==> config.mk <==
export PLATFORM = sky130hd
export DESIGN_NAME = frame_stim_ctrl
export DESIGN_NICKNAME = d
export VERILOG_FILES = /design/src/rtl/frame_stim_ctrl.sv
export SDC_FILE = /design/constraint.sdc
export NUM_CORES = 1
export LEC_CHECK = 0
export CAP_MARGIN = 20
export CORE_ASPECT_RATIO = 1.25
export CORE_MARGIN = 3
export CORE_UTILIZATION = 61
export CTS_CLUSTER_DIAMETER = 80
export CTS_CLUSTER_SIZE = 14
export DETAILED_ROUTE_END_ITERATION = 6
export PLACE_DENSITY = 0.86
export SYNTH_ARGS = -nofsm -noshare
export SYNTH_HDL_FRONTEND = slang
export SYNTH_SLANG_ARGS = --single-unit
==> constraint.sdc <==
create_clock -name clk -period 9.6 [get_ports clk]
set_input_delay 1.44 -clock clk [delete_from_list [all_inputs] [get_ports clk]]
set_output_delay 1.44 -clock clk [all_outputs]
set_load 0.05 [all_outputs]
==> src/rtl/frame_stim_ctrl.sv <==
// Frame/line timing stimulus generator: emits fval/lval framing with a ramp pixel pattern
// for a programmable number of frames, plus an enable window for a downstream data checker.
module frame_stim_ctrl #(
    parameter int unsigned DATA_WIDTH  = 8,
    parameter int unsigned CHANNEL_NUM = 4,
    parameter int unsigned FVAL_LEAD   = 2,
    parameter int unsigned LINE_ACTIVE = 16,
    parameter int unsigned LINE_BLANK  = 4,
    parameter int unsigned LINE_NUM    = 8,
    parameter int unsigned FVAL_TAIL   = 2,
    parameter int unsigned FRAME_BLANK = 10
) (
    input  logic                              clk,
    input  logic                              reset,
    input  logic                              i_start,
    input  logic                              i_stop,
    input  logic [15:0]                       iv_frame_num,
    output logic                              o_fval,
    output logic                              o_lval,
    output logic [DATA_WIDTH*CHANNEL_NUM-1:0] ov_pix_data,
    output logic                              o_chk_en,
    output logic                              o_busy,
    output logic                              o_done,
    output logic [15:0]                       ov_frame_cnt
);

    typedef enum logic [2:0] {
        StIdle,
        StLead,
        StActive,
        StLblank,
        StTail,
        StFblank
    } state_e;

    state_e      state_q, state_d;
    logic [31:0] cnt_q, cnt_d;
    logic [31:0] line_q, line_d;
    logic [31:0] pix_q, pix_d;
    logic [15:0] frame_cnt_q, frame_cnt_d;
    logic [15:0] frame_num_q, frame_num_d;
    logic        stop_q, stop_d;
    logic        stop_eff;

    logic                              fval_q, fval_d;
    logic                              lval_q, lval_d;
    logic [DATA_WIDTH*CHANNEL_NUM-1:0] pix_data_q, pix_data_d;
    logic                              busy_q, busy_d;
    logic                              done_q, done_d;

    assign stop_eff = stop_q | i_stop;

    always_ff @(posedge clk or posedge reset) begin
        if (reset) begin
            state_q     <= StIdle;
            cnt_q       <= '0;
            line_q      <= '0;
            pix_q       <= '0;
            frame_cnt_q <= '0;
            frame_num_q <= '0;
            stop_q      <= 1'b0;
        end else begin
            state_q     <= state_d;
            cnt_q       <= cnt_d;
            line_q      <= line_d;
            pix_q       <= pix_d;
            frame_cnt_q <= frame_cnt_d;
            frame_num_q <= frame_num_d;
            stop_q      <= stop_d;
        end
    end

    always_comb begin
        state_d     = state_q;
        cnt_d       = cnt_q + 32'd1;
        line_d      = line_q;
        pix_d       = pix_q;
        frame_cnt_d = frame_cnt_q;
        frame_num_d = frame_num_q;
        stop_d      = stop_eff;
        case (state_q)
            StIdle: begin
                cnt_d  = '0;
                stop_d = 1'b0;
                if (i_start) begin
                    state_d     = StLead;
                    frame_cnt_d = '0;
                    frame_num_d = iv_frame_num;
                    line_d      = '0;
                    pix_d       = '0;
                end
            end
            StLead: begin
                if (cnt_q == FVAL_LEAD - 1) begin
                    state_d = StActive;
                    cnt_d   = '0;
                end
            end
            StActive: begin
                if (cnt_q == LINE_ACTIVE - 1) begin
                    cnt_d = '0;
                    if (line_q == LINE_NUM - 1) begin
                        state_d = StTail;
                    end else begin
                        state_d = StLblank;
                        line_d  = line_q + 32'd1;
                    end
                end
            end
            StLblank: begin
                if (cnt_q == LINE_BLANK - 1) begin
                    state_d = StActive;
                    cnt_d   = '0;
                end
            end
            StTail: begin
                if (cnt_q == FVAL_TAIL - 1) begin
                    state_d     = StFblank;
                    cnt_d       = '0;
                    frame_cnt_d = frame_cnt_q + 16'd1;
                end
            end
            StFblank: begin
                if (cnt_q == FRAME_BLANK - 1) begin
                    cnt_d = '0;
                    if (!stop_eff && (frame_num_q == '0 || frame_cnt_q < frame_num_q)) begin
                        state_d = StLead;
                        line_d  = '0;
                        pix_d   = '0;
                    end else begin
                        state_d = StIdle;
                    end
                end
            end
            default: state_d = StIdle;
        endcase
        // pix_q counts active cycles already emitted, so it advances with each one scheduled
        if (state_d == StActive) begin
            pix_d = pix_q + 32'd1;
        end
    end

    // Outputs are computed from the next state so they line up with state_q after the edge.
    always_comb begin
        fval_d     = (state_d == StLead) || (state_d == StActive) ||
                     (state_d == StLblank) || (state_d == StTail);
        lval_d     = (state_d == StActive);
        busy_d     = (state_d != StIdle);
        done_d     = (state_q != StIdle) && (state_d == StIdle);
        pix_data_d = '0;
        if (state_d == StActive) begin
            for (int n = 0; n < CHANNEL_NUM; n++) begin
                pix_data_d[n*DATA_WIDTH +: DATA_WIDTH] =
                    DATA_WIDTH'(pix_q * CHANNEL_NUM + 32'(n));
            end
        end
    end

    always_ff @(posedge clk or posedge reset) begin
        if (reset) begin
            fval_q     <= 1'b0;
            lval_q     <= 1'b0;
            pix_data_q <= '0;
            busy_q     <= 1'b0;
            done_q     <= 1'b0;
        end else begin
            fval_q     <= fval_d;
            lval_q     <= lval_d;
            pix_data_q <= pix_data_d;
            busy_q     <= busy_d;
            done_q     <= done_d;
        end
    end

    assign o_fval       = fval_q;
    assign o_lval       = lval_q;
    assign ov_pix_data  = pix_data_q;
    assign o_busy       = busy_q;
    assign o_chk_en     = busy_q;
    assign o_done       = done_q;
    assign ov_frame_cnt = frame_cnt_q;

endmodule

==> metrics.cfg, run 1 <==
[worst_setup_path]
required_ns=9.84
crit_chain=clkdlybuf4s50_1, o211ai_1, a21oi_1, o21ba_2, nand2_1, nor2_1, o21ai_0
worstSetupStartpointType=input port
worst_path_max_delay_cell=nor2_1
crit_fanout=16
max_stage_delay_ns=0.85
cp.arrival_ns=3.97
cpLargestDelayFamily=simple AND/OR/NAND/NOR gates
cp-end-kind=register
path_buf_inv=1
r2r_slack_ns=6.18
crit_type=in2reg

[clock_network]
worstSkewPairLatency_ns=0.41
cts_resized=0
post_cts.repair.setup_buffers=0
max-clock-path-buffers=2
cts_hold_buf=0
cts.sinks=116
clk_pin_slew_ns=0.05
cts_tree=done
root_buffer=clkbuf_16
htreeDepth=4
cts_buffers=17

[global_routing]
grt_use_met2=0.4898
use_met3=0.06128
grt_pass1_wl_microns=27880
grt_busiest_layer=met2
grt_max_degree=63
use_met1=0.3430
grt_pass1_vias=5849
track_usage=0.2896
grt_overflow=0
antenna_found_initial=0

[finish]
seq_area_sq_um=2903
n_antenna_cell=0
drive_gt1_frac=0.06856
areaGrowthSynthToFinish_pct=19.06
nNetsFinal=800
multiInputGateArea_sq_um=3184
num-fill-cells=643
fin_area_sq_um=7762

[sta]
drv_slew=0
final.min_clock_period_ns=3.732
period_share=0.3887
grt_setup_unrepaired=false
finalSetupViolCount=0
fmax_mhz=268.0
worst_slew_pin_slew_ns=0.9778
slew_headroom=0.3458
setup_total_negative_slack_ns=0
fin_skew_ns=0.006392
hold_viol_final=0
setup_ws_ns=5.868

[min_path]
hp-class=reg2reg

[yosys]
syn_area_per_cell_sq_um=9.093
synthCells=717
async_reset_ff_frac=1.000
syn_area_sq_um=6520
synth.ff_latch_count=116
yosys_warnings=0
yosysMostFrequentCell=dfrtp_1
ys_top_cells_by_count=dfrtp_1 (116), nor2_1 (76), nand2_1 (67)
yosys.area.top_type_share=0.4452
ys_seq_area_frac=0.4452
synth_edf_count=0
yosysTopAreaCell=dfrtp_1
ys_dominant_reg_cell=dfrtp_1
synth_area_leaders=dfrtp_1 (45%), nor2_1 (4.4%), nand2_1 (3.9%), ha_1 (3.8%), o21ai_0 (3.6%)
ys_types=59

[detailed_routing]
wire_per_inst_microns=18.98
antenna_left=0
wl_microns=17120
firstDrtPassIters=6
vias=5889
viasPerCell=6.529
drt_iter0_markers=639
drc=0

[placed_design]
dpl.hpwl_microns=10830
place_congestion=0.9159
dp_slack_ns=5.546
port-buffer-count=68
placed_area_sq_um=7093

[power_and_ir_drop]
peakVddDrop_mv=0.1320
power_density_nw_per_um2=299.9
p_leak_nw=3.326

[flow_run]
drv_cap=0

[floorplan]
initial_core_util=0.6355
rows=41
ios=73
coreArea_sq_um=10260
fp.dieH_microns=121.6
dieArea_sq_um=11970
die_x_microns=98.47

[outcome]
outcome=complete, no violations

[sequential cells by signal, summed over array words and instances, names as in the netlist]
signal,cells
state_q,3
o_done,1
cnt_q,32
o_fval,1
ov_frame_cnt,16
line_q,32
pix_q,6
ov_pix_data,7
o_busy,1
frame_num_q,16
stop_q,1
[layout by cell type (no fill, tap or decap), types with 5 or more instances in the layout]
master	netlist	final
inv_1	34	33
a21oi_1	30	30
nor4_1	24	24
nor3_1	17	17
nand3_1	35	35
o31ai_1	22	22
xor2_1	25	25
and3_1	12	12
and2_1	11	11
clkdlybuf4s50_1	0	68
ha_1	20	20
o21bai_1	6	6
or4b_1	6	6
clkinv_2	0	5
nand2_1	67	67
o21ai_0	47	47
nor2_1	76	76
dfrtp_1	116	116
mux2i_1	8	8
clkbuf_16	0	17
o41ai_1	7	7
xnor2_1	15	15
or3_1	9	9
nand4_1	24	24
[cell families (layout without fill, tap and decap cells)]
group	Yosys count	count (layout)	synth area share
AO/OA/AOI/OAI	135	135	0.1334
XOR/XNOR	40	40	0.05373
adder cells (fa/ha/maj)	20	20	0.03838
buffers and inverters	88	141	0.06812
flip-flops	116	116	0.4452
multiplexers	10	10	0.01574
other	1	4	0.0005752
AND/OR/NAND/NOR	307	307	0.2449
[per-stage QoR]
stage                       util  hold WS [ns]  power (mW)  cells
final                     0.7566        0.5376       2.328    902
after global routing      0.7566        0.5369       2.438    902
after CTS                 0.7524        0.5221       2.294    900
after detailed placement  0.6913        0.5074       1.608    868
after global placement    0.6913        0.4964       1.560    868
after floorplan                -        0.4725       1.389    720
[worst paths after layout]
path / start / cells past startpoint / end
worst max register to register: cnt_q[20] / 7 / pix_q[0]
worst max-delay path: i_stop / 7 / pix_q[0]
min in group asynchronous: reset / 2 / ov_pix_data[27]
worst min-delay path: pix_q[5] / 1 / ov_pix_data[23]
worst min register to register: pix_q[5] / 1 / ov_pix_data[23]
max in group asynchronous: reset / 3 / cnt_q[4]
[metal layers]
layer	wire (microns)	part of all wire
met4	766	0.045
met3	1312	0.077
met5	0	0
met1	6352	0.37
met2	8692	0.51
[final cells by class]
| cell class | instances | area share |
|---|---|---|
| multi-input cells | 516 | 0.4102 |
| flip-flops and latches | 116 | 0.3740 |
| repair buffers | 74 | 0.09703 |
| clock buffers | 22 | 0.06109 |
| well taps | 129 | 0.02079 |
| clock inverters | 10 | 0.01966 |
| inverters | 35 | 0.01725 |
[where the power goes]
group	internal [mW]	switching, mW
logic	0.306	0.629
clock network	0.452	0.215
registers	0.593	0.132
total	1.35	0.976
(Power assumes the default switching activity.)
==> run 2, diff against run 1 <==
--- a/config.mk
+++ b/config.mk
@@ -8,11 +8,11 @@
 export CAP_MARGIN = 20
 export CORE_ASPECT_RATIO = 1.25
 export CORE_MARGIN = 3
-export CORE_UTILIZATION = 61
+export CORE_UTILIZATION = 57
 export CTS_CLUSTER_DIAMETER = 80
 export CTS_CLUSTER_SIZE = 14
 export DETAILED_ROUTE_END_ITERATION = 6
-export PLACE_DENSITY = 0.86
+export PLACE_DENSITY = 0.81
 export SYNTH_ARGS = -nofsm -noshare
 export SYNTH_HDL_FRONTEND = slang
 export SYNTH_SLANG_ARGS = --single-unit
==> constraint.sdc (replaced) <==
create_clock -name clk -period 3.8 [get_ports clk]
set_input_delay 0.57 -clock clk [delete_from_list [all_inputs] [get_ports clk]]
set_output_delay 0.57 -clock clk [all_outputs]
set_load 0.05 [all_outputs]
==> run 2 against run 1 <==
Effect of this change:
- via count decreased by 5.4%
- setup slack worse by 5.2 ns
- power rose by 140%
- clock power grew 140%
- flip-flop and latch count is the same
- routed wire length fell by 9.7%
- critical path type is now reg2reg
- critical endpoint is now line_q[3]
==> metrics.cfg, run 2 (synthesized netlist as in run 1, its figures left out) <==
[outcome]
outcome=complete, no violations  ; unchanged

[power_and_ir_drop]
p_comb_frac=0.399  ; was 0.402
peakVddDrop_mv=0.3550  ; was 0.1320 mV
clock_power_share=0.282  ; was 0.287
power_density_nw_per_um2=732.9  ; was 299.9 nW/um^2
switching_share=0.4225  ; was 0.4194
seqPwrFrac=0.320  ; was 0.312
power_switching_mw=2.395  ; was 0.9763 mW
internal_power_mw=3.274  ; was 1.352 mW
p_leak_nw=3.304  ; was 3.326 nW

[finish]
areaGrowthSynthToFinish_pct=18.63  ; was 19.06%
nNetsFinal=802  ; was 800
drive_gt1_frac=0.07097  ; was 0.06856
final_cell_mix=dfrtp_1 (116), nor2_1 (76), clkdlybuf4s50_1 (68)  ; unchanged
n_antenna_cell=0  ; unchanged
reg_top3=cnt_q x32, line_q x32  ; unchanged
layout_commonest_cell=dfrtp_1  ; unchanged

[placed_design]
dpl.hpwl_microns=10670  ; was 10830 microns
port-buffer-count=68  ; unchanged
place_congestion=0.9071  ; was 0.9159

[flow_run]
drv_cap=0  ; unchanged

[sta]
fmax_mhz=314.3
period_share=0.8372
fin_skew_ns=0.01058  ; was 0.006392 ns
final.min_clock_period_ns=3.181
drv_slew=0  ; unchanged
slew_headroom=0.3991  ; was 0.3458
worst_slew_pin_slew_ns=0.8964  ; was 0.9778 ns
whs_ns=0.5197  ; was 0.5376 ns
setup_total_negative_slack_ns=0  ; unchanged
finalSetupViolCount=0  ; unchanged
grt_setup_unrepaired=false  ; unchanged
hold_viol_final=0  ; unchanged

[worst_setup_path]
cp.arrival_ns=3.45  ; was 3.97 ns
r2r_slack_ns=0.62  ; was 6.18 ns
max_stage_delay_ns=0.55  ; was 0.85 ns
r2r_cells=8  ; was 7
r2r-end=line_q[3]  ; was pix_q[0]
crit_chain=inv_2, nor3_1, nand2b_1, o31ai_4, nand2_1, buf_4, o31ai_1, o31ai_1  ; was clkdlybuf4s50_1, o211ai_1, a21oi_1, o21ba_2, nand2_1, nor2_1, o21ai_0
cp-end-kind=register  ; unchanged
crit_fanout=25  ; was 16
crit_type=reg2reg  ; was in2reg
crit_top_cell=o31ai_1
worstSetupStartpointType=register  ; was input port
reg2reg_from=state_q[1]  ; was cnt_q[20]
required_ns=4.07  ; was 9.84 ns
worst_path_max_delay_cell=nor3_1  ; was nor2_1

[clock_network]
worstSkewPairLatency_ns=0.42  ; was 0.41 ns
cts.sinks=116  ; unchanged
cts_tree=done  ; unchanged
cts_buffers=17  ; unchanged
clk_pin_slew_ns=0.05  ; about the same
max-clock-path-buffers=2  ; unchanged
cts_hold_buf=0  ; unchanged
post_cts.repair.setup_buffers=0  ; unchanged
htreeDepth=4  ; unchanged
root_buffer=clkbuf_16  ; unchanged
cts_resized=0  ; unchanged

[detailed_routing]
wire_per_inst_microns=16.99  ; was 18.98 microns
firstDrtPassIters=5  ; was 6
viasPerCell=6.122  ; was 6.529
wl_microns=15460  ; was 17120 microns
antenna_left=0  ; unchanged
vias=5571  ; was 5889
drt_iter0_markers=342  ; was 639
drc=0  ; unchanged

[global_routing]
grt_overflow=0  ; unchanged
antenna_found_initial=0  ; unchanged
grt_max_degree=61  ; was 63
track_usage=0.2540  ; was 0.2896
grt_pass1_wl_microns=26050  ; was 27880 microns
grt_pass1_vias=5384  ; was 5849

[floorplan]
ios=73  ; unchanged
fp.dieH_microns=125.6  ; was 121.6 microns
initial_core_util=0.5854  ; was 0.6355
rows=43  ; was 41
coreArea_sq_um=11140  ; was 10260 sq um
dieArea_sq_um=12770  ; was 11970 sq um
die_x_microns=101.7  ; was 98.47 microns

[min_path]
whs_path_depth=1  ; unchanged
holdCritStartpoint=cnt_q[0]  ; was pix_q[5]
hold_end=cnt_q[0]  ; was ov_pix_data[23]
hp-class=reg2reg  ; unchanged

## run 2: cell types whose count changed in the layout (fill, tap and decap cells not counted), sizes merged
cell and change:
clkbuf -3, buf +2, clkinvlp +2, clkinv +1, inv +1, bufinv -1
## run 2: worst max-delay path by stage
stage / startpoint / endpoint / cells after the start
final: state_q[1] / line_q[3] / 8
after global routing: state_q[1] / line_q[3] / 8
after CTS: state_q[1] / line_q[3] / 8
after detailed placement: state_q[1] / line_q[3] / 8
after global placement: state_q[1] / line_q[15] / 7
after floorplan: reset / cnt_q[0] / 1
## run 2: cell type report
type	count	area, sq um
clock inverter	13	158.9
clock buffer	19	432.9
sequential	116	2903
tap	135	168.9
inverter	35	133.9
fill	827	3402
timing repair buffer	76	753.2
multi-input combinational	516	3184
## run 2: per-layer routing
layer	GRT usage	share of wire	vias to the layer above
met3	0.04520	0.052	26
met1	0.3216	0.41	2698
met4	0.08842	0.018	0
met5	0	0	-
met2	0.4326	0.52	198
li1	-	-	2649
## run 2: power by group through the flow
stage	Sequential [mW]	Clock [mW]	Combinational (mW)
6_report	1.81	1.60	2.26
5_1_grt	1.85	1.67	2.46
4_1_cts	1.81	1.61	2.26
3_5_place_dp	1.83	0	2.24
3_3_place_gp	1.81	0	2.18
2_1_floorplan	1.99	0	1.52
## run 2: critical path, delay by kind of cell, from the launching register on
family,cells,cell delay [ns]
buffers and inverters,2,0.50
and+or+nand+nor,3,1.30
DFF,1,0.52
AOI/OAI and AO/OA,3,0.72
## run 2: metrics by stage
stage | instance area [sq um] | setup WS [ns] | total power [mW] | instances | util
after detailed placement | 7143 | 0.6592 | 4.063 | 878 | 0.6414
after CTS | 7735 | 0.6329 | 5.680 | 910 | 0.6945
after floorplan | 6531 | 0.1576 | 3.508 | 720 | -
after global placement | 7143 | 0.7469 | 3.990 | 878 | 0.6414
after global routing | 7735 | 0.3823 | 5.981 | 910 | 0.6945
final | 7735 | 0.6188 | 5.669 | 910 | 0.6945
==> run 3, diff against run 2 <==
--- a/config.mk
+++ b/config.mk
@@ -8,11 +8,11 @@
 export CAP_MARGIN = 20
 export CORE_ASPECT_RATIO = 1.25
 export CORE_MARGIN = 3
-export CORE_UTILIZATION = 57
+export CORE_UTILIZATION = 51
 export CTS_CLUSTER_DIAMETER = 80
 export CTS_CLUSTER_SIZE = 14
 export DETAILED_ROUTE_END_ITERATION = 6
-export PLACE_DENSITY = 0.81
+export PLACE_DENSITY = 0.76
 export SYNTH_ARGS = -nofsm -noshare
 export SYNTH_HDL_FRONTEND = slang
 export SYNTH_SLANG_ARGS = --single-unit
==> constraint.sdc (replaced) <==
create_clock -name clk -period 2.6 [get_ports clk]
set_input_delay 0.39 -clock clk [delete_from_list [all_inputs] [get_ports clk]]
set_output_delay 0.39 -clock clk [all_outputs]
set_load 0.05 [all_outputs]
==> run 3 against run 2 <==
Effect of this change:
- the flow now finishes with violations (negative setup slack)
- final cell count increased by 12%
- count of clock-buffer cells in the layout is 2 higher
- fmax is 22% higher
- largest cell class unchanged
==> metrics.cfg, run 3 (synthesized netlist as in run 1, its figures left out) <==
[finish]
post-route-util=0.7077  ; was 0.6945
areaGrowthSynthToFinish_pct=33.83  ; was 18.63%
layout_commonest_cell=dfrtp_1  ; unchanged
drive_gt1_frac=0.2207  ; was 0.07097
nNetsFinal=880  ; was 802
reg_top3=cnt_q x32, line_q x32  ; unchanged
n_antenna_cell=0  ; unchanged
final_cell_mix=dfrtp_1 (109), nor2_1 (75), buf_4 (72)  ; was dfrtp_1 (116), nor2_1 (76), clkdlybuf4s50_1 (68)

[worst_setup_path]
cp-end-kind=register  ; unchanged
cp.arrival_ns=2.91  ; was 3.45 ns
worstSetupStartpointType=register  ; unchanged
crit_chain=nor4_2, nand3_2, or3_4, a221o_1, buf_6, a221oi_4, buf_4, clkbuf_16, nor2_1  ; was inv_2, nor3_1, nand2b_1, o31ai_4, nand2_1, buf_4, o31ai_1, o31ai_1
max_stage_delay_ns=0.41  ; was 0.55 ns
required_ns=2.89  ; was 4.07 ns
crit_fanout=8  ; was 25
crit_type=reg2reg  ; unchanged
path_buf_inv=3  ; was 2
cpLargestDelayFamily=simple AND/OR/NAND/NOR gates  ; unchanged
worst_path_max_delay_cell=or3_4  ; was nor3_1

[clock_network]
worstSkewPairLatency_ns=0.42  ; about the same
clk_pin_slew_ns=0.05  ; about the same
htreeDepth=4  ; unchanged
root_buffer=clkbuf_16  ; unchanged
cts_buffers=17  ; unchanged
cts.sinks=116  ; unchanged
cts_tree=done  ; unchanged
max-clock-path-buffers=2  ; unchanged

[power_and_ir_drop]
p_leak_nw=3.780  ; was 3.304 nW
power_switching_mw=3.922  ; was 2.395 mW
switching_share=0.4316  ; was 0.4225
seqPwrFrac=0.289  ; was 0.320
p_comb_frac=0.472  ; was 0.399
peakVddDrop_mv=0.6493  ; was 0.3550 mV
finalPower_mw=9.087  ; was 5.669 mW
internal_power_mw=5.165  ; was 3.274 mW
clock_power_share=0.239  ; was 0.282
power_density_nw_per_um2=1041  ; was 732.9 nW/um^2

[sta]
setup_ws_ns=-0.01701  ; was 0.6188 ns
period_share=1.007  ; was 0.8372
fmax_mhz=382.1  ; was 314.3 MHz
final.min_clock_period_ns=2.617  ; was 3.181 ns
finalSetupViolCount=13  ; was 0
drv_slew=0  ; unchanged
worst_slew_pin_slew_ns=0.5475  ; was 0.8964 ns
hold_viol_final=0  ; unchanged
slew_headroom=0.6342  ; was 0.3991
grt_setup_unrepaired=true  ; was false
fin_skew_ns=0.01240  ; was 0.01058 ns

[global_routing]
grt_use_met2=0.4325  ; was 0.4326
use_met1=0.3001  ; was 0.3216
grt_overflow=0  ; unchanged
grt_pass1_vias=5983  ; was 5384
grt_pass1_wl_microns=28990  ; was 26050 microns
grt_busiest_layer=met2  ; unchanged
antenna_found_initial=0  ; unchanged
grt_max_degree=47  ; was 61
use_met3=0.05076  ; was 0.04520
track_usage=0.2510  ; was 0.2540

[floorplan]
rows=45  ; was 43
coreArea_sq_um=12330  ; was 11140 sq um
initial_core_util=0.5288  ; was 0.5854
die_x_microns=107.1  ; was 101.7 microns
fp.dieH_microns=132.4  ; was 125.6 microns
dieArea_sq_um=14190  ; was 12770 sq um
ios=73  ; unchanged

[outcome]
outcome=complete, but fails checks  ; was complete, no violations
violations=negative setup slack

[detailed_routing]
viasPerCell=5.927  ; was 6.122
drt_iter0_markers=489  ; was 342
wire_per_inst_microns=18.24  ; was 16.99 microns
antenna_left=0  ; unchanged
firstDrtPassIters=7  ; was 5
vias=6022  ; was 5571
wl_microns=18530  ; was 15460 microns
drc=0  ; unchanged

[placed_design]
place_congestion=0.9093  ; was 0.9071
port-buffer-count=68  ; unchanged
dpl.hpwl_microns=11940  ; was 10670 microns
dp_slack_ns=-0.08687  ; was 0.6592 ns

[min_path]
hp-class=in2async  ; was reg2reg

[flow_run]
drv_cap=0  ; unchanged

[run 3: layout make-up]
class                      count  area [sq um]
fill                         836          3605
clock buffer                  21         460.4
timing repair buffer         154          1433
clock inverter                10         83.83
tap                          164         205.2
inverter                      35         135.1
sequential                   116          2912
multi-input combinational    516          3497
[run 3: what timing repair did]
action / in CTS / in global routing
setup buffers: 2 / 13
cloned: 0 / 4
pin swaps: 5 / 19
resized for setup: 13 / 64
hold buffers: 0 / 0
setup endpoints to repair: 39 / 80
[run 3: per-stage QoR]
| step | hold WS [ns] | instance area (sq um) | instances | TNS (ns) |
|---|---|---|---|---|
| final | 0.3816 | 8726 | 1016 | -0.1117 |
| after global routing | 0.4213 | 8726 | 1016 | -3.861 |
| after CTS | 0.3889 | 8312 | 999 | -0.02757 |
| after detailed placement | 0.5078 | 7682 | 966 | -0.7691 |
| after global placement | 0.4969 | 7682 | 966 | 0 |
| after floorplan | 0.4725 | 6548 | 720 | 0 |
[run 3: power by group through the flow]
stage               Combinational (mW)  Clock (mW)  Sequential (mW)
detailed placement                3.70           0             2.62
global placement                  3.59           0             2.59
finish                            4.29        2.17             2.63
global route                      4.57        2.27             2.68
CTS                               3.81        2.19             2.60
floorplan                         2.22           0             2.91
[run 3: layer usage]
| layer | wire length [microns] | vias to the layer above |
|---|---|---|
| li1 | - | 2796 |
| met1 | 7464 | 2962 |
| met2 | 9651 | 214 |
| met3 | 768 | 50 |
| met4 | 648 | 0 |
| met5 | 0 | - |
[run 3: worst paths after layout]
path	startpoint	endpoint	slack [ns]	cells after the start
worst max-delay path	cnt_q[20]	cnt_q[9]	-0.02	9
worst min-delay path	reset	ov_pix_data[23]	0.38	2
worst max register to register	cnt_q[20]	cnt_q[9]	-0.02	9
worst min register to register	cnt_q[0]	cnt_q[0]	0.53	1
max in group asynchronous	reset	line_q[22]	1.56	3
min in group clk	cnt_q[0]	cnt_q[0]	0.53	1
